`src/rtl/kmeans_update_k2_d2_pkg.sv`:
```
// Shared types and sizing helpers for the k=2, d=2 k-means
// centroid-update stage and its serial divider.
package kmeans_update_k2_d2_pkg;

  typedef enum logic [1:0] {
    ACC  = 2'd0,
    DIV  = 2'd1,
    DONE = 2'd2
  } state_t;

  localparam int DATA_W = 16;
  localparam int CNT_W  = 16;
  localparam int S      = DATA_W + CNT_W;

  function automatic int sum_w(input int dw, input int cw);
    return dw + cw;
  endfunction

  function automatic int div_iters(input int sw);
    return sw;
  endfunction

endpackage

```
`src/rtl/kmeans_update_k2_d2_divider.sv`:
```
// Unsigned restoring divider: one load cycle, then one
// quotient bit per cycle; done marks the final iteration.
module serial_divider_u
  import kmeans_update_k2_d2_pkg::*;
#(
  parameter int sw = S,
  parameter int cw = CNT_W
) (
  input  logic          clk,
  input  logic          rst,
  input  logic          start,
  input  logic [sw-1:0] dividend,
  input  logic [cw-1:0] divisor,
  output logic          busy,
  output logic          done,
  output logic [sw-1:0] quotient
);

  localparam int IW = $clog2(div_iters(sw) + 1);

  logic [cw-1:0] rem;
  logic [cw-1:0] dvs;
  logic [sw-1:0] quo;
  logic [sw-1:0] quo_n;
  logic [IW-1:0] iter;
  logic [cw:0]   sh;
  logic [cw:0]   diff;
  logic          ge;
  logic          unused_msb;

  assign sh         = {rem, quo[sw-1]};
  assign diff       = sh - {1'b0, dvs};
  assign ge         = sh >= {1'b0, dvs};
  assign quo_n      = {quo[sw-2:0], ge};
  assign done       = busy && (iter == IW'(1));
  // Final quotient is exposed during the last iteration cycle
  assign quotient   = busy ? quo_n : quo;
  assign unused_msb = diff[cw];

  always_ff @(posedge clk) begin
    if (rst) begin
      rem  <= '0;
      dvs  <= '0;
      quo  <= '0;
      iter <= '0;
      busy <= 1'b0;
    end else if (start && !busy) begin
      rem  <= '0;
      dvs  <= divisor;
      quo  <= dividend;
      iter <= IW'(div_iters(sw));
      busy <= 1'b1;
    end else if (busy) begin
      rem  <= ge ? diff[cw-1:0] : sh[cw-1:0];
      quo  <= quo_n;
      iter <= iter - IW'(1);
      busy <= !done;
    end
  end

endmodule

```
`src/rtl/kmeans_update_k2_d2.sv`:
```
// Centroid update: accumulate classified samples, then divide
// sums by counts serially to produce the next centroids.
module kmeans_update_k2_d2
  import kmeans_update_k2_d2_pkg::*;
#(
  parameter int input_data_width = DATA_W,
  parameter int count_width      = CNT_W
) (
  input  logic                        clk,
  input  logic                        rst,
  input  logic                        in_valid,
  input  logic                        in_last,
  output logic                        in_ready,
  input  logic [input_data_width-1:0] input_data0,
  input  logic [input_data_width-1:0] input_data1,
  input  logic                        selected_centroid,
  input  logic [input_data_width-1:0] centroid0_d0,
  input  logic [input_data_width-1:0] centroid0_d1,
  input  logic [input_data_width-1:0] centroid1_d0,
  input  logic [input_data_width-1:0] centroid1_d1,
  output logic [input_data_width-1:0] new_centroid0_d0,
  output logic [input_data_width-1:0] new_centroid0_d1,
  output logic [input_data_width-1:0] new_centroid1_d0,
  output logic [input_data_width-1:0] new_centroid1_d1,
  output logic [count_width-1:0]      count0,
  output logic [count_width-1:0]      count1,
  output logic                        update_valid,
  output logic                        overflow
);

  localparam int sw = sum_w(input_data_width, count_width);
  localparam int DW = input_data_width;
  localparam logic [count_width-1:0] CMAX = '1;

  state_t                 state_q, state_d;
  logic [sw-1:0]          sum [4];
  logic [count_width-1:0] cnt [2];
  logic [DW-1:0]          snap [4];
  logic [DW-1:0]          stage [4];
  logic [DW-1:0]          nc [4];
  logic [1:0]             idx;
  logic [sw-1:0]          quo;
  logic [DW-1:0]          res;
  logic [1:0]             i0, i1;
  logic                   busy, done, start;
  logic                   accept, sat;
  logic                   unused_hi;

  assign in_ready  = state_q == ACC;
  assign accept    = in_ready && in_valid;
  assign sat       = cnt[selected_centroid] == CMAX;
  assign start     = (state_q == DIV) && !busy;
  assign i0        = {selected_centroid, 1'b0};
  assign i1        = {selected_centroid, 1'b1};
  // Empty cluster keeps its previous centroid
  assign res       = (cnt[idx[1]] == '0) ? snap[idx]
                                         : quo[DW-1:0];
  assign unused_hi = ^quo[sw-1:DW];

  assign new_centroid0_d0 = nc[0];
  assign new_centroid0_d1 = nc[1];
  assign new_centroid1_d0 = nc[2];
  assign new_centroid1_d1 = nc[3];

  serial_divider_u #(
    .sw (sw),
    .cw (count_width)
  ) u_div (
    .clk      (clk),
    .rst      (rst),
    .start    (start),
    .dividend (sum[idx]),
    .divisor  (cnt[idx[1]]),
    .busy     (busy),
    .done     (done),
    .quotient (quo)
  );

  always_ff @(posedge clk) begin
    if (rst) state_q <= ACC;
    else     state_q <= state_d;
  end

  always_comb begin
    state_d = state_q;
    unique case (state_q)
      ACC:     if (accept && in_last) state_d = DIV;
      DIV:     if (done && idx == 2'd3) state_d = DONE;
      DONE:    state_d = ACC;
      default: state_d = ACC;
    endcase
  end

  always_ff @(posedge clk) begin
    if (rst) begin
      idx          <= '0;
      update_valid <= 1'b0;
      overflow     <= 1'b0;
      count0       <= '0;
      count1       <= '0;
      cnt[0]       <= '0;
      cnt[1]       <= '0;
      for (int i = 0; i < 4; i++) begin
        sum[i]   <= '0;
        snap[i]  <= '0;
        stage[i] <= '0;
        nc[i]    <= '0;
      end
    end else begin
      update_valid <= 1'b0;
      if (accept) begin
        if (sat) begin
          overflow <= 1'b1;
        end else begin
          sum[i0] <= sum[i0]
                   + {{count_width{1'b0}}, input_data0};
          sum[i1] <= sum[i1]
                   + {{count_width{1'b0}}, input_data1};
          cnt[selected_centroid] <=
            cnt[selected_centroid] + count_width'(1);
        end
        if (in_last) begin
          snap[0] <= centroid0_d0;
          snap[1] <= centroid0_d1;
          snap[2] <= centroid1_d0;
          snap[3] <= centroid1_d1;
          idx     <= '0;
        end
      end
      if (state_q == DIV && done) begin
        stage[idx] <= res;
        idx        <= idx + 2'd1;
        // Publish on entry to DONE so outputs are valid with the pulse
        if (idx == 2'd3) begin
          nc[0]        <= stage[0];
          nc[1]        <= stage[1];
          nc[2]        <= stage[2];
          nc[3]        <= res;
          count0       <= cnt[0];
          count1       <= cnt[1];
          update_valid <= 1'b1;
        end
      end
      if (state_q == DONE) begin
        overflow <= 1'b0;
        cnt[0]   <= '0;
        cnt[1]   <= '0;
        for (int i = 0; i < 4; i++) sum[i] <= '0;
      end
    end
  end

endmodule

```
`config.mk`:
```
export PLATFORM = sky130hd
export DESIGN_NAME = kmeans_update_k2_d2
export DESIGN_NICKNAME = d
export VERILOG_FILES = /design/src/rtl/kmeans_update_k2_d2_pkg.sv /design/src/rtl/kmeans_update_k2_d2_divider.sv /design/src/rtl/kmeans_update_k2_d2.sv
export SDC_FILE = /design/constraint.sdc
export NUM_CORES = 1
export LEC_CHECK = 0
export CAP_MARGIN = 20
export CORE_MARGIN = 2
export CORE_UTILIZATION = 40
export CTS_BUF_LIST = sky130_fd_sc_hd__clkbuf_4 sky130_fd_sc_hd__clkbuf_8
export DETAILED_ROUTE_END_ITERATION = 8
export PLACE_DENSITY_LB_ADDON = 0.12
export SKIP_LAST_GASP = 1
export SYNTH_ARGS = -nofsm -noshare
export SYNTH_HDL_FRONTEND = slang
export SYNTH_SLANG_ARGS = --single-unit
```
`constraint.sdc`:
```
create_clock -name clk -period 6.4 [get_ports clk]
set_input_delay 0.96 -clock clk [delete_from_list [all_inputs] [get_ports clk]]
set_output_delay 0.96 -clock clk [all_outputs]
set_load 0.01 [all_outputs]
```
## Word-level counts from Yosys, hierarchy flattened

Memory sizes are Yosys's and may differ from the RTL's. A register that Yosys moved wholly into a read port is not among the register bits.
Cells that the tools add are included.

| operators by class | value |
|---|---|
| equality and inequality tests | 7 |
| bitwise operators | 14 |
| add/sub/neg operators | 6 |
| mux-type cells | 66 |
| $lt $le $gt $ge | 1 |
| reductions and logical operators | 24 |

Operator list:

| cell | number |
|---|---|
| $mux W32 | 8 |
| $mux W16 | 14 |
| $add A32 B16 Y32 | 2 |
| $reduce_or A32 Y1 | 2 |
| $reduce_or A16 Y1 | 2 |
| $mux W1 | 29 |
| $mux W2 | 12 |
| $ge A17 B16 Y1 | 1 |
| $add A16 B1 Y16 const B | 1 |
| $eq A16 B16 Y1 const B | 1 |
| $logic_not A16 Y1 | 1 |
| $sub A16 B16 Y16 | 1 |
| $or A1 B1 Y1 | 14 |
| $mux W6 | 2 |
| $reduce_and A2 Y1 | 4 |
| $logic_and A1 B1 Y1 | 7 |
| $eq A6 B1 Y1 const B | 1 |
| $reduce_bool A2 Y1 | 3 |
| $sub A6 B1 Y6 const B | 1 |
| $eq A2 B2 Y1 const B | 2 |
| $pmux W2 S2 | 1 |
| $reduce_or A2 Y1 | 2 |
| $add A2 B1 Y2 const B | 1 |
| $eq A2 B1 Y1 const B | 1 |
| other kinds (4) | 5 |

| word-level totals | value |
|---|---|
| register bits after elaboration | 77 |
| input port bits | 101 |
| memories kept | 5 |
| output and inout port bits | 99 |
| memory bits (writable) | 352 |

Memories:

| name | depth | width | rd ports | clocked after Yosys merged registers in | write ports | RTL line | RTL |
|---|---|---|---|---|---|---|---|
| sum | 4 | 32 | 3 | 1 | 4 | kmeans_update_k2_d2.sv:36 | `logic [sw-1:0] sum [4];` |
| nc | 4 | 16 | 4 | 0 | 4 | kmeans_update_k2_d2.sv:40 | `logic [DW-1:0] nc [4];` |
| snap | 4 | 16 | 1 | 1 | 4 | kmeans_update_k2_d2.sv:38 | `logic [DW-1:0] snap [4];` |
| stage | 4 | 16 | 3 | 0 | 4 | kmeans_update_k2_d2.sv:39 | `logic [DW-1:0] stage [4];` |
| cnt | 2 | 16 | 4 | 3 | 2 | kmeans_update_k2_d2.sv:37 | `logic [count_width-1:0] cnt [2];` |

## Longest topological paths before layout

| depth | value |
|---|---|
| word-level depth | 8 |
| mapped depth | 16 |

## Cells and area by module

From an unflattened synthesis, not the netlist that was laid out.

| unflattened totals | value |
|---|---|
| cell total of the unflattened synthesis | 1,964 |
| area, all modules | 22,586.7 um^2 |

By module, submodules not included:

| module | cells each | times used | sequential area each (um^2) | area an instance (um^2) |
|---|---|---|---|---|
| kmeans_update_k2_d2 | 1,463 | 1 | 10,890.4 | 18,599.1 |
| serial_divider_u | 501 | 1 | 1,421.4 | 3,987.6 |

## Worst setup path before layout

No wires, ideal clock.

| timing | value |
|---|---|
| path kind | input-to-reg |
| from | input selected_centroid |
| to | memory sum[0][0] (netlist bit) (enable) |
| data arrival time | 5.021 ns |
| stages | 16 |
| data required time | 5.977 ns |
| path slack | 0.955 ns |
| cells stage by stage | buf_4 -> buf_4 -> buf_4 -> buf_4 -> buf_2 -> buf_2 -> mux2_2 -> ha_1 -> o21ai_4 -> nor2b_2 -> nor3b_4 -> a211o_1 -> buf_2 -> buf_4 -> buf_4 -> nand2_1 |

RTL lines:

| element | RTL line | RTL |
|---|---|---|
| start: declaration | kmeans_update_k2_d2.sv:16 | `input logic selected_centroid,` |
| end: declaration | kmeans_update_k2_d2.sv:36 |  |

==> out/results.tsv <==
stage	metric	value	unit
final_layout	fin cells	2959	
clock_network	# clock sinks	447	
sta	final worst-path cycle share	65.0	%
sta	Final min period	4.16	ns
global_routing	initial antenna violation count	3	
yosys	Post-Synth Simple-Gate Area	14.9	%
yosys	Synth Instances	1948	
final_layout	Nets	2298	
clock_network	Gates resized, CTS repair	0	
route	Via Count	15800	
status	status	completed	
yosys	Post-synth EDFFs	336	
yosys	Post-Synth XOR/XNOR Area	3.85	%
clock_network	clock root buffer	clkbuf_8	
global_routing	gr ovfl total	0	
sta	setup ws final	2.24	ns
yosys	Synth Area in Compound Gates	10.1	%
power_and_ir_drop	PD cells	270	mW/mm^2
sta	Max-Slew Margin vs Limit	33.5	%
critical_path	crit-path leading delay family	buffers and inverters	
clock_network	depth of the CTS H-tree	3	
route	Detailed Route WL	58600	um
critical_path	crit path launch type	input pin	
sta	# setup viols final	0	
placed_design	DP Worst Slack	1.50	ns
clock_network	Num CTS Buffers	80	
min_path	min-delay worst type	reg2reg	
placed_design	RD Place Congestion	0.841	
yosys	Yosys cell types	71	
clock_network	Post-CTS Setup Inserts	0	
global_routing	busiest layer in global routing	met2	
critical_path	Buf/Inv on CP	3	
yosys	sequential share of the synthesized area	55.2	%
critical_path	Max stage delay on crit path	0.72	ns
power_and_ir_drop	Max VDD drop	0.135	mV
yosys	Mapped Avg Cell Area	11.4	um^2
placed_design	dpl cells	2806	
global_routing	met3 usage	3.34	%
sta	fmax	0.240	GHz
sta	Final Max Slew Viols	0	
final_layout	share of cells above drive strength 1	12.4	%
die	core footprint	0.0551	mm^2
placed_design	post-DP HPWL	40400	um
yosys	syn_nets	2104	
job	MaxCap Viol Count	0	
yosys	Adder-Cell Fraction of Synth Area	3.19	%
yosys	Ys Warns	0	
route	# DRC	0	
final_layout	highest-count cells in the layout ignoring fill and taps	edfxtp_1 (336), nor2_1 (288), clkdlybuf4s50_1 (197)	
global_routing	global-route wire length before repair	90300	um
die	Rows	86	
power_and_ir_drop	Lkg Pwr	9.80	nW
yosys	largest family of logic cells by synthesized area	simple AND/OR/NAND/NOR gates	
die	Initial Utilization	40.5	%
critical_path	Req. time, crit path	6.78	ns
global_routing	M1 GR Usage	29.3	%
critical_path	Setup crit start	selected_centroid	
global_routing	largest net degree at the start of global routing	83	
sta	RSZ-0062 raised after global routing	false	
clock_network	hold-fix buffers at CTS	0	
clock_network	clk buf depth	3	
global_routing	met2 usage	31.6	%
route	iteration count of the initial detailed-routing pass	5	
critical_path	endpoint class of the critical path	register	
sta	final hold vios	0	
clock_network	clock insertion delay at the later pin of the skew report	0.69	ns
route	1st-iter DRT viols	1036	
yosys	synthesized area	0.0223	mm^2
sta	Fin Setup TNS	0	ns
route	WL/cell	19.8	um
critical_path	Worst path slowest cell	a211o_2	
critical_path	WS Path Type	in2reg	
clock_network	CTS tree	done	
final_layout	most common cell after layout, fill and taps aside	edfxtp_1	
route	Post-DRT Antenna Nets	0	
final_layout	Final Util	48.3	%
critical_path	CP arrival	4.54	ns
sta	skew final	0.0326	ns
yosys	top cell type's share of synthesized area	45.3	%
sta	Slew @ Worst Pin	0.988	ns
die	die area	0.0576	mm^2
global_routing	GRT Total Usage	20.4	%
die	Die Ht	240	um
critical_path	CP max FO	57	
yosys	flops & latches, synth	447	
route	routed vias/inst	5.33	
critical_path	Worst R2R Start	cnt[0][0]$_SDFFCE_PN0P_	
final_layout	Area Overhead vs Synth	19.3	%
yosys	synth top area cells	edfxtp_1 (45%), dfxtp_1 (10%), nor2_1 (4.9%)	
min_path	hold wc startpoint	count0[1]$_SDFFE_PP0P_	
yosys	mux cell area share after synthesis	9.63	%
placed_design	PortBufs	199	
yosys	post-synth top area cell	edfxtp_1	
critical_path	worst path cell trace	buf_4 > mux2i_1 > inv_1 > ha_1 > o21ai_4 > nor2b_2 > nor3b_4 > a211o_2 > nand2_2 > buf_4	
die	die outline width	240	um
die	IO Pins	200	
clock_network	Clock transition at path regs	0.06	ns
global_routing	vias in the first global route	15700	
yosys	post-synthesis async set-or-reset flop share	0	%
yosys	dominant synthesized flop cell	edfxtp_1	
critical_path	crit-path most repeated cell	buf_4	
-- power by group --
part	switching (mW)	total, mW	internal [mW]	leakage [nW]
Combinational	0.601	1.05	0.445	4.52
Clock	1.25	2.75	1.49	0.877
Sequential	0.112	3.39	3.28	4.41
Total	1.96	7.18	5.22	9.80
-- state kept, by name, indices dropped and copies added, names as in the netlist, named ones only --
name and flops:
overflow 1, count1 16, u_div.quo 32, u_div.dvs 16, count0 16, update_valid 1, snap 64, sum 128
cnt 32, u_div.busy 1, u_div.iter 6, idx 2, state_q 2, nc 64, u_div.rem 16, stage 48
-- path summary, 6_finish.rpt --
| path | endpoint | slack (ns) | depth (start not counted) |
|---|---|---|---|
| setup / recovery | sum[1][9]$_SDFFCE_PN0P_ | 2.24 | 10 |
| hold / removal | count0[1]$_SDFFE_PP0P_ | 0.47 | 1 |
| setup reg to reg | sum[1][9]$_SDFFCE_PN0P_ | 2.81 | 9 |
| hold reg to reg | count0[1]$_SDFFE_PP0P_ | 0.47 | 1 |
-- synth_stat cells, drive strengths merged, types with 3 or more instances --
cell,instances
a21oi,119
a41oi,5
nor2,293
a211oi,33
or4,5
mux2i,66
nand2,137
dfxtp,111
nor3,14
and3,61
nor3b,6
nand3b,12
nand4,14
a2111oi,3
a22o,35
xnor2,52
inv,37
nor4,11
o31ai,3
and2,75
a21o,24
fa,3
clkbuf,65
o211ai,8
ha,52
o21bai,9
o21ai,58
edfxtp,336
xor2,46
nand3,39
nor2b,13
mux2,36
o21a,4
o2111ai,5
nand2b,13
a311oi,3
mux4,48
or3,4
a221oi,3
buf,49
a211o,3
a32oi,3
a32o,4
a31oi,7
-- metal layers --
metal / vias to the layer above / part of all wire (%)
met1: 7737 / 48
met2: 388 / 46
met4: 0 / 2.2
met5: - / 0
met3: 103 / 4.5
li1: 7542 / -
-- worst register-to-register path: stages, from the launching register on --
cell	delay, ns
edfxtp_1	0.45
mux2i_1	0.16
inv_1	0.16
ha_1	0.28
o21ai_4	0.12
nor2b_2	0.22
nor3b_4	0.34
a211o_2	0.73
nand2_2	0.43
buf_4	0.39
-- layout make-up --
cell class / count / area (um^2)
fillers: 5100 / 28500
inverters: 37 / 139
well taps: 748 / 936
repair buffers: 226 / 2200
flip-flops and latches: 447 / 12300
multi-input cells: 1350 / 9330
clock inverters: 34 / 239
clock buffers: 114 / 1420
diodes: 3 / 7.51
-- per-stage QoR --
| step | power [mW] | hold WS [ns] | cell area, um^2 |
|---|---|---|---|
| 2_1_floorplan | 4.16 | 0.445 | 22300 |
| 3_3_place_gp | 4.47 | 0.458 | 24900 |
| 3_5_place_dp | 4.48 | 0.463 | 24900 |
| 4_1_cts | 7.25 | 0.477 | 26600 |
| 5_1_grt | 7.51 | 0.484 | 26600 |
| 6_report | 7.18 | 0.473 | 26600 |
-- cells by family (layout without fill, tap and decap cells) --
family	count (synthesis)	count (layout)
fa+ha+maj	55	55
simple gates	704	704
other cells	0	3
buf+inv	151	411
compound gates	343	343
flops	447	447
mux	150	150
xor+xnor	98	98
Note: power is estimated with default switching activity, not from simulation.
